[config.mk]
export PLATFORM = sky130hd
export DESIGN_NAME = jedro_1_core
export DESIGN_NICKNAME = d
export VERILOG_FILES = /design/src/rtl/jedro_1_core.sv
export SDC_FILE = /design/constraint.sdc
export NUM_CORES = 1
export LEC_CHECK = 0
export CORE_ASPECT_RATIO = 1.2
export CORE_MARGIN = 10
export CORE_UTILIZATION = 34
export CTS_CLUSTER_SIZE = 10
export DETAILED_ROUTE_END_ITERATION = 8
export PLACE_DENSITY = 0.82
export RECOVER_POWER = 25
export SYNTH_ARGS = -nofsm -noshare
export SYNTH_HDL_FRONTEND = slang
export SYNTH_SLANG_ARGS = --single-unit
export TNS_END_PERCENT = 100
[constraint.sdc]
create_clock -name clk_i -period 1.85 [get_ports clk_i]
set_input_delay 0.555 -clock clk_i [delete_from_list [all_inputs] [get_ports clk_i]]
set_output_delay 0.555 -clock clk_i [all_outputs]
set_load 0.01 [all_outputs]
[src/rtl/jedro_1_core.sv]
// jedro_1_core: three-stage RV32I-subset core (fetch, decode, execute/writeback).
// Executes LUI, OP-IMM and OP instructions. Any other encoding latches a sticky
// halt flag that freezes fetch. The data port is tied off.

package jedro_1_pkg;

   typedef enum logic [3:0] {
      ALU_ADD,
      ALU_SUB,
      ALU_SLL,
      ALU_SLT,
      ALU_SLTU,
      ALU_XOR,
      ALU_SRL,
      ALU_SRA,
      ALU_OR,
      ALU_AND
   } alu_op_e;

   localparam logic [6:0] OPC_LUI    = 7'b0110111;
   localparam logic [6:0] OPC_OP_IMM = 7'b0010011;
   localparam logic [6:0] OPC_OP     = 7'b0110011;

   localparam logic [6:0] F7_BASE = 7'b0000000;
   localparam logic [6:0] F7_ALT  = 7'b0100000;

endpackage

// Instruction decoder: field extraction, immediate generation and legality check.
module jedro_1_decoder
   import jedro_1_pkg::*;
(
   input  logic [31:0] instr,
   output logic        illegal,
   output logic        reg_we,
   output logic        use_imm,
   output alu_op_e     alu_op,
   output logic [4:0]  rd,
   output logic [4:0]  rs1,
   output logic [4:0]  rs2,
   output logic [31:0] imm
);

   logic [6:0] opcode;
   logic [2:0] funct3;
   logic [6:0] funct7;

   assign opcode = instr[6:0];
   assign funct3 = instr[14:12];
   assign funct7 = instr[31:25];

   // Decode the opcode class, then qualify funct3/funct7 within it.
   always_comb begin
      // NOTE: every output gets a default first so no path leaves one unassigned (no latches).
      illegal = 1'b1;
      reg_we  = 1'b0;
      use_imm = 1'b0;
      alu_op  = ALU_ADD;
      rd      = instr[11:7];
      rs1     = instr[19:15];
      rs2     = instr[24:20];
      imm     = {{20{instr[31]}}, instr[31:20]};

      case (opcode)
         OPC_LUI: begin
            // LUI is rd = x0 + U-immediate.
            illegal = 1'b0;
            reg_we  = 1'b1;
            use_imm = 1'b1;
            rs1     = 5'd0;
            imm     = {instr[31:12], 12'b0};
         end

         OPC_OP_IMM: begin
            illegal = 1'b0;
            reg_we  = 1'b1;
            use_imm = 1'b1;
            case (funct3)
               3'b000: alu_op = ALU_ADD;
               3'b010: alu_op = ALU_SLT;
               3'b011: alu_op = ALU_SLTU;
               3'b100: alu_op = ALU_XOR;
               3'b110: alu_op = ALU_OR;
               3'b111: alu_op = ALU_AND;
               3'b001: begin
                  alu_op  = ALU_SLL;
                  illegal = (funct7 != F7_BASE);
               end
               3'b101: begin
                  if (funct7 == F7_BASE)     alu_op = ALU_SRL;
                  else if (funct7 == F7_ALT) alu_op = ALU_SRA;
                  else                       illegal = 1'b1;
               end
               default: illegal = 1'b1;
            endcase
         end

         OPC_OP: begin
            illegal = 1'b0;
            reg_we  = 1'b1;
            if (funct7 == F7_BASE) begin
               case (funct3)
                  3'b000:  alu_op = ALU_ADD;
                  3'b001:  alu_op = ALU_SLL;
                  3'b010:  alu_op = ALU_SLT;
                  3'b011:  alu_op = ALU_SLTU;
                  3'b100:  alu_op = ALU_XOR;
                  3'b101:  alu_op = ALU_SRL;
                  3'b110:  alu_op = ALU_OR;
                  default: alu_op = ALU_AND;
               endcase
            end else if (funct7 == F7_ALT && funct3 == 3'b000) begin
               alu_op = ALU_SUB;
            end else if (funct7 == F7_ALT && funct3 == 3'b101) begin
               alu_op = ALU_SRA;
            end else begin
               illegal = 1'b1;
            end
         end

         default: illegal = 1'b1;
      endcase

      if (illegal) reg_we = 1'b0;
   end

endmodule

// 32-entry register file: two combinational read ports, one write port, x0 hardwired to 0.
module jedro_1_regfile #(
   parameter int DATA_WIDTH = 32
) (
   input  logic                  clk_i,
   input  logic                  rstn_i,
   input  logic [4:0]            rs1_addr,
   input  logic [4:0]            rs2_addr,
   output logic [DATA_WIDTH-1:0] rs1_data,
   output logic [DATA_WIDTH-1:0] rs2_data,
   input  logic                  we,
   input  logic [4:0]            rd_addr,
   input  logic [DATA_WIDTH-1:0] rd_data
);

   logic [DATA_WIDTH-1:0] regfile [32];

   // Clear all registers on reset; otherwise write rd unless it is x0.
   always_ff @(posedge clk_i) begin
      if (!rstn_i) begin
         // NOTE: this array is explicitly reset, so it maps to flops rather than a RAM macro.
         for (int i = 0; i < 32; i++) regfile[i] <= '0;
      end else if (we && rd_addr != 5'd0) begin
         regfile[rd_addr] <= rd_data;
      end
   end

   assign rs1_data = (rs1_addr == 5'd0) ? '0 : regfile[rs1_addr];
   assign rs2_data = (rs2_addr == 5'd0) ? '0 : regfile[rs2_addr];

endmodule

// Core top: PC/fetch, decode with EX-result forwarding, execute and writeback.
module jedro_1_core
   import jedro_1_pkg::*;
#(
   parameter int                DATA_WIDTH = 32,
   parameter int                ADDR_WIDTH = 32,
   parameter logic [ADDR_WIDTH-1:0] BOOT_ADDR = '0
) (
   input  logic                    clk_i,
   input  logic                    rstn_i,
   output logic [ADDR_WIDTH-1:0]   instr_addr_o,
   input  logic [DATA_WIDTH-1:0]   instr_rdata_i,
   output logic [ADDR_WIDTH-1:0]   data_addr_o,
   output logic [DATA_WIDTH-1:0]   data_wdata_o,
   output logic [DATA_WIDTH/8-1:0] data_we_o,
   input  logic [DATA_WIDTH-1:0]   data_rdata_i,
   output logic                    illegal_instr_o
);

   // Fetch state
   logic [ADDR_WIDTH-1:0] pc;
   logic                  fetch_valid;
   logic                  illegal_instr_ro;

   // Decode stage
   logic                  id_valid;
   logic                  id_illegal;
   logic                  id_reg_we;
   logic                  id_use_imm;
   alu_op_e               id_alu_op;
   logic [4:0]            id_rd;
   logic [4:0]            id_rs1;
   logic [4:0]            id_rs2;
   logic [31:0]           id_imm;
   logic [DATA_WIDTH-1:0] rs1_data;
   logic [DATA_WIDTH-1:0] rs2_data;
   logic [DATA_WIDTH-1:0] id_op_a;
   logic [DATA_WIDTH-1:0] id_rs2_val;
   logic [DATA_WIDTH-1:0] id_op_b;

   // Execute stage
   logic                  ex_valid;
   logic                  ex_we;
   alu_op_e               ex_alu_op;
   logic [4:0]            ex_rd;
   logic [DATA_WIDTH-1:0] ex_a;
   logic [DATA_WIDTH-1:0] ex_b;
   logic [DATA_WIDTH-1:0] ex_result;
   logic                  ex_fwd_ok;

   logic unused_data;
   assign unused_data = ^data_rdata_i;

   // The word on instr_rdata_i belongs to the previous cycle's fetch; once halted, it is squashed.
   assign id_valid = fetch_valid && !illegal_instr_ro;

   jedro_1_decoder decoder_inst (
      .instr   (instr_rdata_i),
      .illegal (id_illegal),
      .reg_we  (id_reg_we),
      .use_imm (id_use_imm),
      .alu_op  (id_alu_op),
      .rd      (id_rd),
      .rs1     (id_rs1),
      .rs2     (id_rs2),
      .imm     (id_imm)
   );

   jedro_1_regfile #(.DATA_WIDTH(DATA_WIDTH)) regfile_inst (
      .clk_i    (clk_i),
      .rstn_i   (rstn_i),
      .rs1_addr (id_rs1),
      .rs2_addr (id_rs2),
      .rs1_data (rs1_data),
      .rs2_data (rs2_data),
      .we       (ex_valid && ex_we),
      .rd_addr  (ex_rd),
      .rd_data  (ex_result)
   );

   // An instruction in EX that will write a non-zero rd supplies its result to ID directly.
   assign ex_fwd_ok  = ex_valid && ex_we && (ex_rd != 5'd0);
   assign id_op_a    = (ex_fwd_ok && ex_rd == id_rs1) ? ex_result : rs1_data;
   assign id_rs2_val = (ex_fwd_ok && ex_rd == id_rs2) ? ex_result : rs2_data;
   assign id_op_b    = id_use_imm ? id_imm : id_rs2_val;

   // ALU: 32-bit wrap-around arithmetic; shifts use the low 5 bits of operand B.
   always_comb begin
      ex_result = '0;
      case (ex_alu_op)
         ALU_ADD:  ex_result = ex_a + ex_b;
         ALU_SUB:  ex_result = ex_a - ex_b;
         ALU_SLL:  ex_result = ex_a << ex_b[4:0];
         ALU_SLT:  ex_result = {{(DATA_WIDTH-1){1'b0}}, ($signed(ex_a) < $signed(ex_b))};
         ALU_SLTU: ex_result = {{(DATA_WIDTH-1){1'b0}}, (ex_a < ex_b)};
         ALU_XOR:  ex_result = ex_a ^ ex_b;
         ALU_SRL:  ex_result = ex_a >> ex_b[4:0];
         ALU_SRA:  ex_result = $unsigned($signed(ex_a) >>> ex_b[4:0]);
         ALU_OR:   ex_result = ex_a | ex_b;
         ALU_AND:  ex_result = ex_a & ex_b;
         default:  ex_result = '0;
      endcase
   end

   // Pipeline registers: PC advance, halt flag and the ID->EX stage.
   always_ff @(posedge clk_i) begin
      // NOTE: sequential state uses non-blocking assignments so every register samples pre-edge values.
      if (!rstn_i) begin
         pc               <= BOOT_ADDR;
         fetch_valid      <= 1'b0;
         illegal_instr_ro <= 1'b0;
         ex_valid         <= 1'b0;
         ex_we            <= 1'b0;
         ex_alu_op        <= ALU_ADD;
         ex_rd            <= '0;
         ex_a             <= '0;
         ex_b             <= '0;
      end else begin
         if (!illegal_instr_ro) pc <= pc + ADDR_WIDTH'(4);
         fetch_valid <= 1'b1;
         if (id_valid && id_illegal) illegal_instr_ro <= 1'b1;
         ex_valid  <= id_valid && !id_illegal;
         ex_we     <= id_reg_we;
         ex_alu_op <= id_alu_op;
         ex_rd     <= id_rd;
         ex_a      <= id_op_a;
         ex_b      <= id_op_b;
      end
   end

   assign instr_addr_o    = pc;
   assign illegal_instr_o = illegal_instr_ro;
   assign data_addr_o     = '0;
   assign data_wdata_o    = '0;
   assign data_we_o       = '0;

endmodule

==> flow_summary.toml <==
[critical_path]
worst-path-max-fanout = 5
crit_path_cell_trace = "clkdlybuf4s50_1"
critical_path_class = "flip-flop to output port"
critical_path.endpoint_type = "output port"
critPathTopFamily = "buffers and inverters"
required_ns = 1.29
cp.arrival_ns = 1.25
slowest_delay_ns = 0.57
setup.worst_path.start_class = "flip-flop"
crit_slowest_cell = "clkdlybuf4s50_1"
path_buf_inv = 1

[timing]
setup_viol = 0
period_share_pct = 97.6
hold_violations = 0
rsz0062_at_grt = "false"
maxSlewViolCount = 0
finalSetupTns_ns = 0
worst_slew_pin_slew_ns = 0.582
slew_headroom_pct = 61.2
fin_ws_ns = 0.0443
finalCriticalPeriod_ns = 1.81
clock.fmax_mhz = 554
fin_skew_ns = 0.00842

[detailed_routing]
antenna_left = 0
vias = 1774
wl_um = 5510
wl_met1_um = 2060
firstDrtPassIters = 4
top_layer = "met4"
wl_per_cell_um = 14.3
drt_iter0_markers = 126
vias_per_cell = 4.61
drc = 0
met3_length_um = 560
wl_met2_um = 2820

[placement]
dp_hpwl_um = 4350
place_ws_ns = 0.0137
place_congestion = 0.817
io_buffers = 49
placed_cells = 378

[clock_network]
clkTransAtPathRegs_ns = 0.07
cts_buffer_depth = 2
clock_sinks = 32
postCtsSetupBuffers = 0
cts-root-buf = "clkbuf_8"
numCtsBuffers = 5
h-tree-depth = 2
clk_latency_ns = 0.29
cts_tree = "yes"

[die]
die-area_um2 = 9780
rows = 31
dieHeight_um = 106
io_pins = 167
start_util_pct = 34.9
die_w_um = 92.0
core_um2 = 6050

[logic_synthesis]
synthArstFlopShare_pct = 0
synth_area_leaders = "dfxtp_1 (30%), buf_4 (25%), or4_1 (3.9%)"
yosysUniqueCellTypes = 46
synth_ff_type = "dfxtp_1"
ys_ff_latch = 32
syn_inst = 247
synth.largest_area_cell = "dfxtp_1"
yosysSeqAreaShare_pct = 30.3
avgSynthCellArea_um2 = 8.56
synth_top_area_share_pct = 30.3
ys_warn_count = 0
synth_most_common_cell = "buf_4"
synth_edf_count = 0
synth_area_um2 = 2110
ys_top_cells_by_count = "buf_4 (71), dfxtp_1 (32), a21oi_1 (15), nor2_1 (15), nand2_1 (12)"

[global_route]
grt_use_total_pct = 10.8
antenna_found_initial = 0
grt_pass1_wl_um = 8950
grt_pass1_vias = 1918
overflow = 0
grt_max_degree = 29

[power]
peakVddDrop_mv = 0.256
leakage_nw = 1.07
p_per_area_nw_per_um2 = 571

[job]
drv_cap = 0

[finish]
stdcell_count = 385
diodes = 0
drive_above_1_share_pct = 12.5
nNetsFinal = 370
utilization_pct = 42.6
syn_to_final_growth_pct = 22.0

[hold_path]
hp-class = "flip-flop to flip-flop"

[outcome]
outcome = "completed"
placed cells by master (no fill, tap or decap), types with 8 or more instances in the layout:
| cell type | netlist | layout |
|---|---|---|
| conb_1 | 1 | 70 |
| clkdlybuf4s50_1 | 0 | 37 |
| dfxtp_1 | 32 | 17 |
| nor2_1 | 15 | 15 |
| a21oi_1 | 15 | 15 |
| dfxtp_2 | 0 | 14 |
| nand2_1 | 12 | 12 |
| or4_1 | 11 | 11 |
| o31ai_1 | 10 | 10 |
| nand3_1 | 8 | 8 |
flip-flops by register name (all words and copies together), names as in the netlist:
signal and flops:
instr_addr_o 30, fetch_valid 1, illegal_instr_o 1
routing by layer:
metal | up-vias | GRT usage (%)
li1 | 852 | -
met1 | 831 | 10.8
met2 | 84 | 18.9
met3 | 7 | 5.28
met4 | 0 | 3.86
met5 | - | 0
worst reg2reg max path, stage by stage (launching register included):
cell,delay (ns)
dfxtp_2,0.37
ha_1,0.19
and3b_2,0.26
nand2_2,0.15
or4_1,0.55
a21oi_1,0.15
cells by family (layout without fill, tap and decap cells):
logic type | after synthesis | count (layout) | share of synthesized area (%)
flip-flops | 32 | 32 | 30.3
AND/OR/NAND/NOR | 82 | 82 | 24.3
multiplexers | 1 | 1 | 0.474
XOR/XNOR | 14 | 14 | 5.80
buffers and inverters | 81 | 68 | 27.8
AO/OA/AOI/OAI | 35 | 35 | 10.5
other | 1 | 70 | 0.177
adder cells (fa/ha/maj) | 1 | 1 | 0.592
metrics by stage:
stage               hold slack, ns  total power [mW]  instance area, um2
finish                       0.497              1.47                2580
global route                 0.532              1.54                2580
CTS                          0.501              1.47                2560
detailed placement           0.492             0.895                2450
global placement             0.478             0.892                2450
floorplan                    0.481             0.938                2370
layout make-up:
cell class	count	area, um2
inverters	4	15.0
flip-flops and latches	32	662
well taps	82	103
clock buffers	7	96.3
multi-input cells	203	1150
fillers	624	3470
repair buffers	57	549
final timing paths:
path | startpoint | endpoint | slack, ns | cells past startpoint
setup / recovery | instr_addr_o[25] | instr_addr_o[25] | 0.04 | 1
hold / removal | fetch_valid | illegal_instr_o | 0.50 | 1
setup reg to reg | instr_addr_o[2] | instr_addr_o[26] | 0.10 | 5
hold reg to reg | fetch_valid | illegal_instr_o | 0.50 | 1
timing repair:
item | in CTS | in global routing
gates resized for setup | 14 | 14
endpoints found under the setup margin | 14 | 23
pin swaps | 0 | 0
cloned | 0 | 0
hold buffers | 0 | 0
report_power, final:
part / internal, mW / total [mW] / switching [mW]
clock: 0.331 / 0.585 / 0.253
combinational: 0.0654 / 0.172 / 0.107
sequential: 0.700 / 0.715 / 0.0145
total: 1.10 / 1.47 / 0.375
Power figures use the tool's default switching activity.
